===== src/rtl/divider_stream_adapter.sv =====
// rtl/divider_stream_adapter.sv - valid/ready front-end for an iterative start/done divider
// Launches one division at a time, resolves zero divisors locally, and buffers results in a 2-entry FIFO.
module divider_stream_adapter #(
    parameter int WIDTH = 4
) (
    input  logic             clk,
    input  logic             rst,
    input  logic             in_valid,
    output logic             in_ready,
    input  logic [WIDTH-1:0] in_dividend,
    input  logic [WIDTH-1:0] in_divisor,
    output logic             div_start,
    output logic [WIDTH-1:0] div_dividend,
    output logic [WIDTH-1:0] div_divisor,
    input  logic             div_done,
    input  logic [WIDTH-1:0] div_quotient,
    input  logic [WIDTH-1:0] div_remainder,
    output logic             out_valid,
    input  logic             out_ready,
    output logic [WIDTH-1:0] out_quotient,
    output logic [WIDTH-1:0] out_remainder,
    output logic             out_div_by_zero
);

    typedef enum logic [1:0] {IDLE, START, WAIT} state_t;

    localparam int EW = 2 * WIDTH + 1;

    state_t           state_q, state_d;
    logic [WIDTH-1:0] dividend_q, dividend_d;
    logic [WIDTH-1:0] divisor_q, divisor_d;
    logic [EW-1:0]    mem_q [2];
    logic [EW-1:0]    mem_d [2];
    logic             rd_ptr_q, rd_ptr_d;
    logic             wr_ptr_q, wr_ptr_d;
    logic [1:0]       count_q, count_d;
    logic             accept;
    logic             push;
    logic             pop;
    logic [EW-1:0]    push_data;

    always_comb begin
        state_d    = state_q;
        dividend_d = dividend_q;
        divisor_d  = divisor_q;
        push       = 1'b0;
        push_data  = '0;
        div_start  = 1'b0;
        in_ready   = (state_q == IDLE) && (count_q < 2'd2) && !rst;
        accept     = in_valid && in_ready;

        case (state_q)
            IDLE: begin
                if (accept) begin
                    if (in_divisor == '0) begin
                        push      = 1'b1;
                        push_data = {{WIDTH{1'b1}}, in_dividend, 1'b1};
                    end else begin
                        dividend_d = in_dividend;
                        divisor_d  = in_divisor;
                        state_d    = START;
                    end
                end
            end
            START: begin
                // div_done may still be high from the previous op, so it is not looked at here
                div_start = !rst;
                state_d   = WAIT;
            end
            WAIT: begin
                if (div_done) begin
                    push      = 1'b1;
                    push_data = {div_quotient, div_remainder, 1'b0};
                    state_d   = IDLE;
                end
            end
            default: state_d = IDLE;
        endcase

        // a single op in flight means a push never finds the FIFO full
        pop      = (count_q != 2'd0) && out_ready;
        mem_d    = mem_q;
        wr_ptr_d = wr_ptr_q;
        rd_ptr_d = rd_ptr_q;
        if (push) begin
            mem_d[wr_ptr_q] = push_data;
            wr_ptr_d        = ~wr_ptr_q;
        end
        if (pop) begin
            rd_ptr_d = ~rd_ptr_q;
        end
        count_d = count_q + {1'b0, push} - {1'b0, pop};
    end

    always_ff @(posedge clk) begin
        if (rst) begin
            state_q    <= IDLE;
            dividend_q <= '0;
            divisor_q  <= '0;
            mem_q[0]   <= '0;
            mem_q[1]   <= '0;
            rd_ptr_q   <= 1'b0;
            wr_ptr_q   <= 1'b0;
            count_q    <= 2'd0;
        end else begin
            state_q    <= state_d;
            dividend_q <= dividend_d;
            divisor_q  <= divisor_d;
            mem_q      <= mem_d;
            rd_ptr_q   <= rd_ptr_d;
            wr_ptr_q   <= wr_ptr_d;
            count_q    <= count_d;
        end
    end

    assign div_dividend = dividend_q;
    assign div_divisor  = divisor_q;
    assign out_valid    = (count_q != 2'd0);
    assign {out_quotient, out_remainder, out_div_by_zero} = mem_q[rd_ptr_q];

endmodule

===== config.mk =====
export PLATFORM = sky130hd
export DESIGN_NAME = divider_stream_adapter
export DESIGN_NICKNAME = d
export VERILOG_FILES = /design/src/rtl/divider_stream_adapter.sv
export SDC_FILE = /design/constraint.sdc
export NUM_CORES = 1
export LEC_CHECK = 0
export ABC_AREA = 1
export BUFFER_PORTS_ARGS = -buffer_cell sky130_fd_sc_hd__buf_2
export CORE_MARGIN = 2
export CORE_UTILIZATION = 35
export CTS_BUF_LIST = sky130_fd_sc_hd__clkbuf_4 sky130_fd_sc_hd__clkbuf_8
export CTS_CLUSTER_DIAMETER = 80
export DETAILED_ROUTE_END_ITERATION = 8
export SETUP_SLACK_MARGIN = 0.02
export SYNTH_ARGS = -nofsm -noshare
export SYNTH_HDL_FRONTEND = slang
export SYNTH_SLANG_ARGS = --single-unit

===== constraint.sdc =====
create_clock -name clk -period 2.3 [get_ports clk]
set_input_delay 0.23 -clock clk [delete_from_list [all_inputs] [get_ports clk]]
set_output_delay 0.23 -clock clk [all_outputs]
set_load 0.02 [all_outputs]

==> metrics, run 1 <==
TritonCTS clock tree built; CP bufs+invs 2; pre-CTS WS ~440 ps; Critical Path Stages 12; switching share of power 34.32%; DPL Wire Length 2545 um; yosys warns 0; fin crit period approximately 1800 ps; GRT Total Usage around 15%; Worst VDD drop 0.5079 mV; H-tree depth 2; clock sinks 32; Post-Syn Area between 0.0015 and 0.002 mm^2; Setup-failing EPs final 0; Worst EP required roughly 2500 ps; synthesized netlist cell count about 240; Comb power frac between 20% and 30%; Seq cells post-synth 32; Post-CTS Resized 0; total grt overflow 0; first-pass GRT wire length 5920 um; CP max FO 7; internal power ~1.0 mW; Clock Skews 6.044 ps; total nets after synthesis 258; commonest cells after routing, fill and taps aside nand2_1 (75), nor2_1 (46), buf_2 (40); PnR worst setup slack between 400 and 500 ps; PD cells 825.4 mW/mm^2; Peak Freq 546.0 MHz; CP most frequent cell nand2_1; Hold Crit Class in2reg; hold buffers post-CTS 0; most common cell after layout, fill and taps aside nand2_1; DR vias 1,448; die area ~0.0049 mm^2; Tcrit/Tclk final around four fifths; P_sw 0.5274 mW; DRT Pass-1 Iters 4; mean post-synth cell area 6.526 um^2; Inserted Clock Buffers 5; fin area approximately 0.0019 mm^2; buffer depth of the longest clock path 2; cell family with most CP delay simple AND/OR/NAND/NOR gates; Leak 1.026 nW; clock share of power 30.2%; Total Wirelength roughly 3400 um; Critical R2R Launch state_q[0]; register area share after synthesis 41.59%; CTS root buffer clkbuf_8; post-synth top area share 41.59%; area occupied by multi-input gates 726.9 um^2; vias in the first global route 1,384; placement-stage cell area 0.001764 mm^2; crit path cell chain nor2_2 -> nand3_4 -> nor2_2 -> nor2_1 -> nand2_1 -> nand2_1 -> ha_1 -> xor2_1 -> inv_1 -> nand2_1 -> clkinv_1 -> nor2_1; sequential share of power between 40% and 50%; RSZ-0062 raised after global routing no; # fillers 479; Worst-Skew Late Latency 290 ps; status completed; Netlist cell types 22; synth top area cells dfxtp_1 (42%), nand2_1 (18%), nor2_1 (11%); largest area contributor in the netlist dfxtp_1; Max stage delay on crit path 330 ps; final net count 298; Worst setup EP type register; Core ar. between 0.004 and 0.005 mm^2; Setup TNS 0 ps; Worst-path clk slew ~70 ps; worst r2r dst count_q[1]; Critical Path Start Type register; Power, Total 1.537 mW; Synth-to-Final Area Change 20.88%; actual slew at the worst max-slew pin 679.6 ps; Detail Route Antenna Nets 0; I/O pins 41; layout cells sized above 1 21.66%; DR iter-0 viols 67; Max-Slew Margin vs Limit 54.64%; initial antenna violation count 0; pins over their slew limit 0; FF/Latch Area 640.6 um^2; DRC 0; Post-CTS Repair Setup Buffers 0; GP Congestion 0.7387; Crit. Startpoint state_q[0]; FF-to-FF path depth 12; Worst EP arrival 2050 ps; Via density 4.401; Cell Rows 24; crit path kind reg2reg; Die Span Y 70.34 um; largest net degree at the start of global routing 25; DR WL/cell 10.35 um; Setup crit end count_q[1]; Crit-path slowest cell dfxtp_1; flop2flop setup slack between 400 and 500 ps; starting density of the core a little over a third; ANT cells 0; max_cap viols 0; chip width 70.34 um; Hold Vio Cnt, Final 0; IO buf count 40
[registers in the layout, summed over array words and instances (netlist names)]
name,flops
count_q,2
wr_ptr_q,1
state_q,2
div_divisor,4
div_dividend,4
mem_q,18
rd_ptr_q,1
[power groups by stage]
stage,clock (mW),sequential (mW),combinational [mW]
floorplan,0,0.683,0.287
global placement,0,0.690,0.399
detailed placement,0,0.689,0.401
CTS,0.475,0.677,0.403
global route,0.502,0.686,0.447
finish,0.465,0.676,0.396
[final cells by class]
type	instances	share of cell area (%)
Multi-Input combinational cell	163	39.05
Sequential cell	32	34.41
Timing Repair Buffer	41	11.16
Inverter	33	6.653
Clock buffer	7	4.839
Tap cell	52	3.495
Clock inverter	1	0.4032
[worst register-to-register path, stage by stage (launching register included)]
cell and delay (ps):
dfxtp_1 330, nor2_2 170, nand3_4 120, nor2_2 260
nor2_1 110, nand2_1 90, nand2_1 50, ha_1 180
xor2_1 170, inv_1 70, nand2_1 70, clkinv_1 60
nor2_1 90
[through the flow]
stage / hold WS [ps] / std cells / utilization, %
floorplan: 364.9 / 236 / -
global placement: 450.8 / 321 / 41.08
detailed placement: 453.7 / 321 / 41.08
CTS: 190.5 / 329 / 43.36
global route: 204.9 / 329 / 43.36
finish: 196.7 / 329 / 43.36
[layer usage]
metal	routed length [um]	GRT usage (%)	part of all wire, %
met3	175	4.762	5.1
met5	0	0	0
met4	56	5.769	1.6
met1	1676	18.56	49
met2	1495	24.11	44
[logic make-up (layout without fill, tap and decap cells)]
group	after synthesis	after routing	synth area share [%]
AO/OA/AOI/OAI	21	21	7.717
XOR/XNOR	1	1	0.5687
adder cells (fa/ha/maj)	1	1	0.8122
buffers and inverters	41	82	11.21
flip-flops	32	32	41.59
AND/OR/NAND/NOR	140	140	38.10
[synth_stat cells (all sizes together)]
cell / instances
nand2: 76
nor2: 51
dfxtp: 32
inv: 30
o21ai: 13
nand4: 8
a21oi: 7
buf: 6
clkinv: 3
nand3: 3
clkbuf: 2
or2: 2
ha: 1
o21bai: 1
xor2: 1
[worst min-delay path by stage]
stage | start | end | slack (ps) | depth (start not counted)
floorplan | in_dividend[0] | div_dividend[0] | 360 | 2
global placement | div_divisor[2] | div_divisor[2] | 450 | 2
detailed placement | div_divisor[1] | div_divisor[1] | 450 | 2
CTS | in_divisor[0] | div_divisor[0] | 190 | 3
global route | in_dividend[0] | div_dividend[0] | 200 | 3
finish | in_divisor[0] | div_divisor[0] | 200 | 3
No activity file was read; power rests on OpenSTA's default activity.
==> run 2: changes to the inputs <==
Clock period 2.3 ns to 1.6 ns, I/O delays scaled along.
==> run 2 against run 1 <==
Power grew 63%; register-to-register slack worse by 420 ps; utilization grew 3.5 points; clock power increased by 83%; non-clock buffer count rose by 9; critical path type unchanged; highest routed layer unchanged.
==> metrics, run 2 (same netlist as run 1, synthesis figures left out) <==
chip width 70.34 um (unchanged); Max-Slew Margin vs Limit 83.07% (+28 points); cell family with most CP delay simple AND/OR/NAND/NOR gates; Largest Register mem_q; die area 0.004947 mm^2 (unchanged); largest net degree at the start of global routing 21 (-16%); first-pass GRT wire length 5782 um (-2.3%); commonest cells after routing, fill and taps aside nand2_1 (74), nor2_1 (46), buf_2 (40); DPL Wire Length 2533 um (-0.49%); Max stage delay on crit path 370 ps (+40 ps); layout cells sized above 1 26.57% (+4.9 points); most common cell after layout, fill and taps aside nand2_1; DR WL/cell 10.28 um (-0.66%); Detail Route Antenna Nets 0 (unchanged); Peak Freq 646.4 MHz (+18%); P_sw 0.7917 mW (+50%); non-filler cells, final 338 (+2.7%); Worst-path clk slew 70 ps (about the same); Worst VDD drop 0.5985 mV (+18%); switching share of power 31.55% (-2.8 points); actual slew at the worst max-slew pin 253.3 ps (-426.3 ps); Synth-to-Final Area Change 30.71%; max_cap viols 0 (unchanged); RSZ-0062 raised after global routing yes; DRC 0 (unchanged); Worst setup EP type register; Critical Path Start Type register; Worst-Skew Late Latency 290 ps (about the same); DR vias 1,454 (+0.41%); pre-CTS WS 19.25 ps (-425.3 ps); GRT Total Usage 15.05% (+0.069 points); Power, Total 2.509 mW (+63%); Leak 1.099 nW (+7.1%); TritonCTS clock tree built; pins over their slew limit 0 (unchanged); H-tree depth 2 (unchanged); max FFs per register 18 (unchanged); total grt overflow 0 (unchanged); CP most frequent cell nand2_1; Total Wirelength 3474 um (+2.1%); Clock Skews 6.310 ps (+0.2660 ps); area occupied by multi-input gates 762.0 um^2 (+4.8%); Core ar. 0.004294 mm^2 (unchanged); DRT Pass-1 Iters 4 (unchanged); Tcrit/Tclk final 96.69% (+17 points); ANT cells 0 (unchanged); internal power 1.717 mW (+70%); Setup TNS 0 ps (unchanged); Worst EP arrival 1770 ps (-280 ps); initial antenna violation count 0 (unchanged); placed cells 329 (+2.5%); Hold Vio Cnt, Final 0 (unchanged); CP bufs+invs 2 (unchanged); PD cells 1246 mW/mm^2 (+51%); final net count 307 (+3.0%); hold slack 114.9 ps (-81.76 ps); Setup-failing EPs final 0 (unchanged); CP max FO 4 (-3); crit path cell chain nor2_4 -> nand3_4 -> nor2_4 -> nor2_1 -> nand2_1 -> nand2_1 -> ha_2 -> xor2_2 -> inv_1 -> nand2_1 -> clkinv_1 -> nor2_1; hold buffers post-CTS 0 (unchanged); clock sinks 32 (unchanged); Crit-path slowest cell dfxtp_4; status completed; PnR worst setup slack 52.92 ps (-415.7 ps); Cell Rows 24 (unchanged); GP Congestion 0.7483 (+1.3%); clock share of power 33.9% (+3.7 points); IO buf count 40 (unchanged); FF/Latch Area 648.1 um^2 (+1.2%); starting density of the core 35.87% (unchanged); Die Span Y 70.34 um (unchanged); Inserted Clock Buffers 5 (unchanged); sequential share of power 39.1% (-4.9 points); CTS root buffer clkbuf_8; Via density 4.302 (-2.3%); Hold Crit Class in2reg; crit path kind reg2reg; Comb power frac 27.0% (+1.2 points); vias in the first global route 1,338 (-3.3%); Worst EP required 1830 ps (-690 ps); DR iter-0 viols 63 (-6.0%); buffer depth of the longest clock path 2 (unchanged); fin crit period 1547 ps (-284.3 ps); # fillers 450 (-6.1%); I/O pins 41 (unchanged)
## run 2: tightest hold or removal path, stage by stage
cell and delay, ps:
buf_2 90, nor2_1 40, nor2_1 80
## run 2: area by class of cell
cell class,instances,area share (%)
flip-flops and latches,32,32.19
multi-input cells,163,37.85
well taps,52,3.232
clock inverters,1,1.492
inverters,33,6.153
repair buffers,50,14.29
clock buffers,7,4.786
## run 2: per-stage QoR
stage	utilization (%)	area, um^2
finish	46.88	2013
CTS	45.95	1973
global route	46.88	2013
floorplan	-	1548
global placement	42.95	1844
detailed placement	42.95	1844
## run 2: power by group through the flow
| stage | clock network, mW | logic (mW) | registers (mW) |
|---|---|---|---|
| 2_1_floorplan | 0 | 0.428 | 0.984 |
| 3_3_place_gp | 0 | 0.642 | 0.983 |
| 3_5_place_dp | 0 | 0.641 | 0.982 |
| 4_1_cts | 0.872 | 0.647 | 0.971 |
| 5_1_grt | 0.899 | 0.762 | 0.994 |
| 6_report | 0.851 | 0.677 | 0.982 |
## run 2: repair_timing
action                                  CTS  global route
gates resized for setup                   2             9
hold endpoints to repair                  0             0
pin swaps                                 0             4
buffers inserted                          0             1
endpoints found under the setup margin    2             1
## run 2: metal layers
| metal | global-route usage, % | up-vias | wire [um] |
|---|---|---|---|
| met5 | 0 | - | 0 |
| met4 | 7.051 | 0 | 72 |
| met3 | 4.618 | 8 | 133 |
| met2 | 23.58 | 25 | 1502 |
| met1 | 18.77 | 613 | 1767 |
| li1 | - | 808 | - |
## run 2: worst paths after layout
check,start,endpoint,slack [ps],depth (start not counted)
max reg2reg,count_q[1],count_q[1],50,12
min,in_dividend[2],div_dividend[2],110,3
max,count_q[1],count_q[1],50,12
min reg2reg,div_divisor[3],div_divisor[3],460,2
